<file path="src/rtl/bias_relu_requant.sv">
// Output stage: bias add on the first of N_PASS beats, saturating accumulate, ReLU, shift and
// unsigned saturation into a valid/ready register. Define ROUND_EN to round half up before the shift.
module bias_relu_requant #(
  parameter int N_adder_tree = 16,
  parameter int IN_W         = 18,
  parameter int ACC_W        = 24,
  parameter int N_PASS       = 4,
  parameter int SHIFT        = 6,
  parameter int OUT_W        = 8
) (
  input  logic                          clk,
  input  logic                          rst_n,
  input  logic [N_adder_tree*IN_W-1:0]  bias,
  input  logic [N_adder_tree*IN_W-1:0]  in_data,
  input  logic                          in_valid,
  output logic                          in_ready,
  output logic [N_adder_tree*OUT_W-1:0] out_data,
  output logic                          out_valid,
  input  logic                          out_ready,
  output logic                          busy
);

  localparam int SW    = ((ACC_W > IN_W) ? ACC_W : IN_W) + 2;
  localparam int QW    = ACC_W + 1;
  localparam int CNT_W = (N_PASS > 1) ? $clog2(N_PASS) : 1;
  localparam logic [CNT_W-1:0]     LAST_CNT = CNT_W'(N_PASS - 1);
  localparam logic [CNT_W-1:0]     ZERO_CNT = {CNT_W{1'b0}};
  localparam logic signed [SW-1:0] ACC_MAX  = SW'((64'sd1 <<< (ACC_W - 1)) - 64'sd1);
  localparam logic signed [SW-1:0] ACC_MIN  = SW'(-(64'sd1 <<< (ACC_W - 1)));
  localparam logic [QW-1:0]        OUT_MAX  = QW'((64'd1 << OUT_W) - 64'd1);
`ifdef ROUND_EN
  localparam logic [QW-1:0]        HALF_LSB = QW'(64'd1 << (SHIFT - 1));
`endif

  logic signed [ACC_W-1:0]         acc_q [N_adder_tree];
  logic signed [ACC_W-1:0]         acc_d [N_adder_tree];
  logic [CNT_W-1:0]                pass_cnt_q, pass_cnt_d;
  logic [N_adder_tree*OUT_W-1:0]   out_data_q, out_data_d, requant_s;
  logic                            out_valid_q, out_valid_d;
  logic                            last_beat_s, accept_s;

  function automatic logic signed [ACC_W-1:0] sat_acc(input logic signed [SW-1:0] v);
    if (v > ACC_MAX) begin
      return ACC_MAX[ACC_W-1:0];
    end else if (v < ACC_MIN) begin
      return ACC_MIN[ACC_W-1:0];
    end else begin
      return v[ACC_W-1:0];
    end
  endfunction

  // Only the last beat of a group needs the output register to be free.
  assign last_beat_s = (pass_cnt_q == LAST_CNT);
  assign in_ready    = !last_beat_s || !out_valid_q || out_ready;
  assign accept_s    = in_valid && in_ready;
  assign out_data    = out_data_q;
  assign out_valid   = out_valid_q;
  assign busy        = (pass_cnt_q != ZERO_CNT) || out_valid_q;

  for (genvar g = 0; g < N_adder_tree; g++) begin : g_lane
    logic signed [IN_W-1:0]  data_s, bias_s;
    logic signed [SW-1:0]    base_s;
    logic signed [ACC_W-1:0] sum_s;
    logic [QW-1:0]           relu_s, q_s;

    assign data_s = in_data[g*IN_W +: IN_W];
    assign bias_s = bias[g*IN_W +: IN_W];
    assign base_s = (pass_cnt_q == ZERO_CNT) ? SW'(bias_s) : SW'(acc_q[g]);
    assign sum_s  = sat_acc(SW'(data_s) + base_s);
    assign relu_s = sum_s[ACC_W-1] ? {QW{1'b0}} : {1'b0, sum_s};
`ifdef ROUND_EN
    assign q_s    = (relu_s + HALF_LSB) >> SHIFT;
`else
    assign q_s    = relu_s >> SHIFT;
`endif
    assign requant_s[g*OUT_W +: OUT_W] = (q_s > OUT_MAX) ? {OUT_W{1'b1}} : q_s[OUT_W-1:0];
    assign acc_d[g] = accept_s ? sum_s : acc_q[g];
  end

  // Next state of beat counter and output register; a last beat may replace a draining result.
  always_comb begin
    pass_cnt_d  = pass_cnt_q;
    out_data_d  = out_data_q;
    out_valid_d = out_valid_q;
    if (accept_s) begin
      if (last_beat_s) begin
        pass_cnt_d = ZERO_CNT;
      end else begin
        pass_cnt_d = pass_cnt_q + CNT_W'(1'b1);
      end
    end else begin
      pass_cnt_d = pass_cnt_q;
    end
    if (accept_s && last_beat_s) begin
      out_data_d  = requant_s;
      out_valid_d = 1'b1;
    end else if (out_ready) begin
      out_valid_d = 1'b0;
    end else begin
      out_valid_d = out_valid_q;
    end
  end

  // State and accumulator registers.
  always_ff @(posedge clk or negedge rst_n) begin
    if (!rst_n) begin
      for (int i = 0; i < N_adder_tree; i++) begin
        acc_q[i] <= {ACC_W{1'b0}};
      end
      pass_cnt_q  <= ZERO_CNT;
      out_data_q  <= {(N_adder_tree*OUT_W){1'b0}};
      out_valid_q <= 1'b0;
    end else begin
      for (int i = 0; i < N_adder_tree; i++) begin
        acc_q[i] <= acc_d[i];
      end
      pass_cnt_q  <= pass_cnt_d;
      out_data_q  <= out_data_d;
      out_valid_q <= out_valid_d;
    end
  end

endmodule

</file>
<file path="config.mk">
export PLATFORM = sky130hd
export DESIGN_NAME = bias_relu_requant
export DESIGN_NICKNAME = d
export VERILOG_FILES = /design/src/rtl/bias_relu_requant.sv
export SDC_FILE = /design/constraint.sdc
export NUM_CORES = 2
export LEC_CHECK = 0
export ABC_AREA = 1
export CAP_MARGIN = 20
export CORE_ASPECT_RATIO = 0.6
export CORE_MARGIN = 2
export CORE_UTILIZATION = 56
export DETAILED_ROUTE_END_ITERATION = 10
export PLACE_DENSITY = 0.81
export SYNTH_ARGS = -nofsm -noshare
export SYNTH_HDL_FRONTEND = slang
export SYNTH_SLANG_ARGS = --single-unit
</file>
<file path="constraint.sdc">
create_clock -name clk -period 8.3 [get_ports clk]
set_clock_uncertainty 0.2 [all_clocks]
set_input_delay 2.075 -clock clk [delete_from_list [all_inputs] [get_ports clk]]
set_output_delay 2.075 -clock clk [all_outputs]
set_load 0.005 [all_outputs]
</file>
## After elaboration in Yosys (flattened, before gate mapping)

Index checks and enable logic that the tools add are counted.
W data, S select, Z words.

| cells by class | value |
|---|---|
| magnitude comparators | 48 |
| multiplexer cells | 83 |
| eq/ne operators | 1 |
| reductions and logical operators | 10 |
| add/subtract/negate cells | 17 |

Operator list:

| operator | count |
|---|---|
| $mux W24 | 32 |
| $add A18 B26 Y26 | 16 |
| $gt A26 B24 Y1 const B | 16 |
| $lt A26 B24 Y1 const B | 16 |
| $mux W26 | 16 |
| $mux W23 | 16 |
| $gt A17 B8 Y1 const B | 16 |
| $mux W8 | 16 |
| $reduce_bool A2 Y1 | 2 |
| $logic_or A1 B1 Y1 | 3 |
| $add A2 B1 Y2 const B | 1 |
| $eq A2 B2 Y1 const B | 1 |
| $logic_and A1 B1 Y1 | 2 |
| $logic_not A1 Y1 | 2 |
| $logic_not A2 Y1 | 1 |
| $mux W1 | 2 |
| $mux W2 | 1 |

| storage, ports and cells | value |
|---|---|
| output and inout bits | 131 |
| input port bits | 580 |
| word-level logic and storage cells | 178 |
| register bits after elaboration | 515 |

## Longest topological paths before layout

| depth | value |
|---|---|
| depth after elaboration | 9 |
| gate-level depth with buffers | 28 |
| depth with buffers taken out | 24 |

## Worst setup path before layout

Ideal clock, no wire load.

| path | value |
|---|---|
| path kind | input to register |
| start point | input bias[18] |
| end point | register out_data_q[10], in the netlist out_data[10] |
| stages on the path | 21 |
| buffers on the path | 1 |
| required time | 7.977 ns |
| setup slack | 3.738 ns |
| data arrival time | 4.239 ns |
| cells stage by stage | nand2_1 o21ai_0 ha_1 fa_1 nand3_1 nand3_1 nand2_1 nand2_1 nand2_1 nand3_1 nand2_1 nand2_1 nand2_1 nand2_2 buf_6 nand2_1 nand2_1 nor2_1 nand3_1 nand2_4 a21boi_2 |

| on the way | value |
|---|---|
| cells in the longest elaborated chain, start to end | 8 |
| elaborated cells on any way between the ends | 9 |
| classes of those cells | 1 x add/sub; 3 x order compare; 5 x mux |

RTL lines:

| item | RTL line | text |
|---|---|---|
| start: declaration | 13 | `input logic [N_adder_tree*IN_W-1:0] bias,` |
| $mux W26 (*) | 68 | `assign base_s = (pass_cnt_q == ZERO_CNT) ? SW'(bias_s) : SW'(acc_q[g]);` |
| $add A18 B26 Y26 (*) | 69 | `assign sum_s = sat_acc(SW'(data_s) + base_s);` |
| $lt A26 B24 Y1 | 45 | `end else if (v < ACC_MIN) begin` |
| $mux W24 | 45 |  |
| $mux W24 (*) | 43 | `if (v > ACC_MAX) begin` |
| $mux W23 (*) | 70 | `assign relu_s = sum_s[ACC_W-1] ? {QW{1'b0}} : {1'b0, sum_s};` |
| $gt A17 B8 Y1 | 76 | `assign requant_s[g*OUT_W +: OUT_W] = (q_s > OUT_MAX) ? {OUT_W{1'b1}} : q_s[OUT_W-1:0];` |
| $mux W8 (*) | 76 |  |
| end signal: assignment | 111 | `out_data_q <= {(N_adder_tree*OUT_W){1'b0}};` |
| end signal: assignment | 118 | `out_data_q <= out_data_d;` |
| end: declaration | 38 | `logic [N_adder_tree*OUT_W-1:0] out_data_q, out_data_d, requant_s;` |

Mark *: on every way between the ends. The rest lies on a longest branch, timed or not.
A chain may end at the register's enable or synchronous reset.

## Worst setup path after layout

| path | value |
|---|---|
| start point | input bias[233] |
| end point | register acc_q[78] (netlist bit) |

| on the way | value |
|---|---|
| cells in the longest elaborated chain, start to end | 5 |
| elaborated cells on any way between the ends | 6 |
| classes of those cells | 1 x add/sub; 2 x order compare; 3 x mux |

RTL lines:

| item | RTL line | text |
|---|---|---|
| $mux W26 (*) | 68 |  |
| $add A18 B26 Y26 (*) | 69 |  |
| $lt A26 B24 Y1 | 45 |  |
| $mux W24 | 45 |  |
| $mux W24 (*) | 43 |  |
| end signal: indexed assignment | 108 | `acc_q[i] <= {ACC_W{1'b0}};` |
| end signal: indexed assignment | 115 | `acc_q[i] <= acc_d[i];` |
| end: declaration | 35 | `logic signed [ACC_W-1:0] acc_q [N_adder_tree];` |

Marks and branches as above.

==> impl_metrics.env <==
export IMPL_status="finished clean"
export IMPL_clock_latency_ps=660
export IMPL_min_path_type="reg -> reg"
export IMPL_finish_net_count=10000
export IMPL_critPathKind="in -> reg"
export IMPL_async_flop_share_pct=100
export IMPL_ys_flop_type="dfrtp_1"
export IMPL_clkTransAtPathRegs_ps=60
export IMPL_ios=711
export IMPL_die_area_um2=96600
export IMPL_cts_tree="built"
export IMPL_setup_viol_count_final=0
export IMPL_grt_max_degree=181
export IMPL_crit_path_start_kind="input pin"
export IMPL_ys_ff_latch=515
export IMPL_hold_violations=0
export IMPL_fin_crit_ps=5680
export IMPL_yosysTopAreaCell="dfrtp_1"
export IMPL_synth_seq_area_share_pct=24.5
export IMPL_viasPerCell=5.70
export IMPL_max_slew_margin_pct=27.2
export IMPL_synthCells=8437
export IMPL_finalSetupTns_ps=0
export IMPL_via_count=59000
export IMPL_drive_above_1_share_pct=4.02
export IMPL_gp_congestion=1.05
export IMPL_overflow=0
export IMPL_ctsHoldBuffers=0
export IMPL_cts_made_buffers=57
export IMPL_start_util_pct=56.3
export IMPL_track_usage_pct=38.7
export IMPL_drc=0
export IMPL_area_delta_synth_final_pct=18.9
export IMPL_dp_hpwl_um=152000
export IMPL_wl_um=194000
export IMPL_die_width_um=400
export IMPL_design_core_area_um2=93500
export IMPL_firstDrtPassIters=6
export IMPL_clockBufferDepth=3
export IMPL_grt_pass1_vias=54200
export IMPL_postRouteAntennaNets=0
export IMPL_portBuffers=710
export IMPL_syn_nets=9467
export IMPL_end_kind="flop"
export IMPL_cts_root_buffer="clkbuf_16"
export IMPL_fin_crit_sh_pct=68.4
export IMPL_cts_repair_resized=0
export IMPL_yosysTopAreaCellShare_pct=24.5
export IMPL_first_iter_violations=6927
export IMPL_synth_edf_count=0
export IMPL_cts_htree_levels=2
export IMPL_die_height_um=242
export IMPL_antenna_found_initial=58
export IMPL_cts_setup_buffers=0
export IMPL_rsz0062_at_grt="false"
export IMPL_critPathRequiredTime_ps=8660
export IMPL_synth_cell_types=52
export IMPL_synth_common_cells="2,757 x nand2_1, 1,151 x inv_1, 789 x nor2_1"
export IMPL_yosysMostFrequentCell="nand2_1"
export IMPL_max_freq_mhz=176
export IMPL_holdWs_ps=283
export IMPL_wl_per_cell_um=18.7
export IMPL_syn_avg_cell_area_um2=6.24
export IMPL_worstMarginPinSlew_ps=1090
export IMPL_num_rows=87
export IMPL_yosysWarnings=0
export IMPL_maxCapViolations=0
export IMPL_syn_area_um2=52700
export IMPL_path_max_fanout=12
export IMPL_synthTopCellsByArea="dfrtp_1 24%, nand2_1 20%, ha_1 10%"
export IMPL_crit_arrival_ps=6040
export IMPL_cts_sinks=515
export IMPL_slew_violations=0
export IMPL_grt_pass1_wl_um=300000
path summary, 6_finish.rpt:
kind / from / to / slack, ps / cells after the start
hold / removal: acc_q[11]$_DFFE_PN0P_ / acc_q[11]$_DFFE_PN0P_ / 280 / 2
setup / recovery: bias[233] / acc_q[78]$_DFFE_PN0P_ / 2620 / 16
max in group asynchronous: rst_n / acc_q[1]$_DFFE_PN0P_ / 5310 / 2
hold reg to reg: acc_q[11]$_DFFE_PN0P_ / acc_q[11]$_DFFE_PN0P_ / 280 / 2
setup reg to reg: pass_cnt_q[0]$_DFFE_PN0P_ / acc_q[320]$_DFFE_PN0P_ / 2710 / 20
min in group asynchronous: rst_n / acc_q[99]$_DFFE_PN0P_ / 1130 / 1
logic make-up (layout without fill, tap and decap cells):
group                    count (synthesis)  count (layout)  share of synthesized area (%)
AO/OA/AOI/OAI                         1515            1515                           16.5
XOR/XNOR                               242             242                           4.02
other                                    0              46                              0
adder cells (fa/ha/maj)                450             450                           10.9
buffers and inverters                 1391            2007                           10.4
AND/OR/NAND/NOR                       4324            4324                           33.8
flip-flops                             515             515                           24.5
state kept, by name (all words and copies together), names as in the netlist:
register	count
out_valid	1
pass_cnt_q	2
acc_q	384
out_data	128
per-layer routing:
layer,vias up,wire length (µm),track usage [%]
li1,28300,-,-
met1,27300,88100,58.1
met2,2959,77700,54.2
met3,410,20200,7.57
met4,24,7630,14.4
met5,-,140,0
final cells by class:
cell class,count,area [µm²]
sequential,515,12900
inverter,1171,4410
tap,1246,1560
multi-input combinational,6531,34400
antenna,46,115
clock buffer,75,1630
fill,8563,30900
timing repair buffer,733,7370
clock inverter,28,302
per-stage QoR:
step                cell area (µm²)  cells  worst slack, ps  util [%]
floorplan                     52700   8437             3740         -
finish                        62600  10300             2620      67.0
global route                  62600  10300             2300      67.0
detailed placement            60600  10200             2170      64.8
global placement              60600  10200             2180      64.8
CTS                           62500  10300             2710      66.9
worst max-delay path, stage by stage:
cell	delay, ps
clkdlybuf4s50_1	410
nor2_1	490
nor2_1	100
ha_1	420
nand2_1	150
nor2_1	190
nand2_1	110
nor4_1	260
nand2_1	90
nand3_1	110
nand2_2	100
inv_4	140
nand2_2	200
nand2_1	430
clkinv_1	480
a22oi_1	280
placed cells by master, fill, tap and decap left out, types with 8 or more instances in the layout:
cell and count:
xor2_1 163, a22oi_1 200, nor2_4 9, o21ai_1 10
a21oi_1 648, clkinv_4 9, inv_1 1150, clkdlybuf4s50_1 709
a21o_1 14, clkbuf_8 14, or2_2 105, nor3_1 55
a21boi_2 9, or2_0 10, nand2_2 53, nor2_2 14
nand3_1 346, fa_1 16, nand4_1 141, diode_2 46
xnor2_1 79, o21bai_1 63, a21oi_2 11, buf_4 16
nor2_1 788, a31oi_1 34, a21boi_1 57, inv_2 15
nor4_1 8, ha_1 433, nand2_1 2756, o21ai_0 415
and2_1 16, dfrtp_1 515, o22ai_1 30, clkbuf_16 57
Power is left out: the tool's default activity adds up to more than one toggle a clock period on the data nets, which glitch-free logic cannot reach.
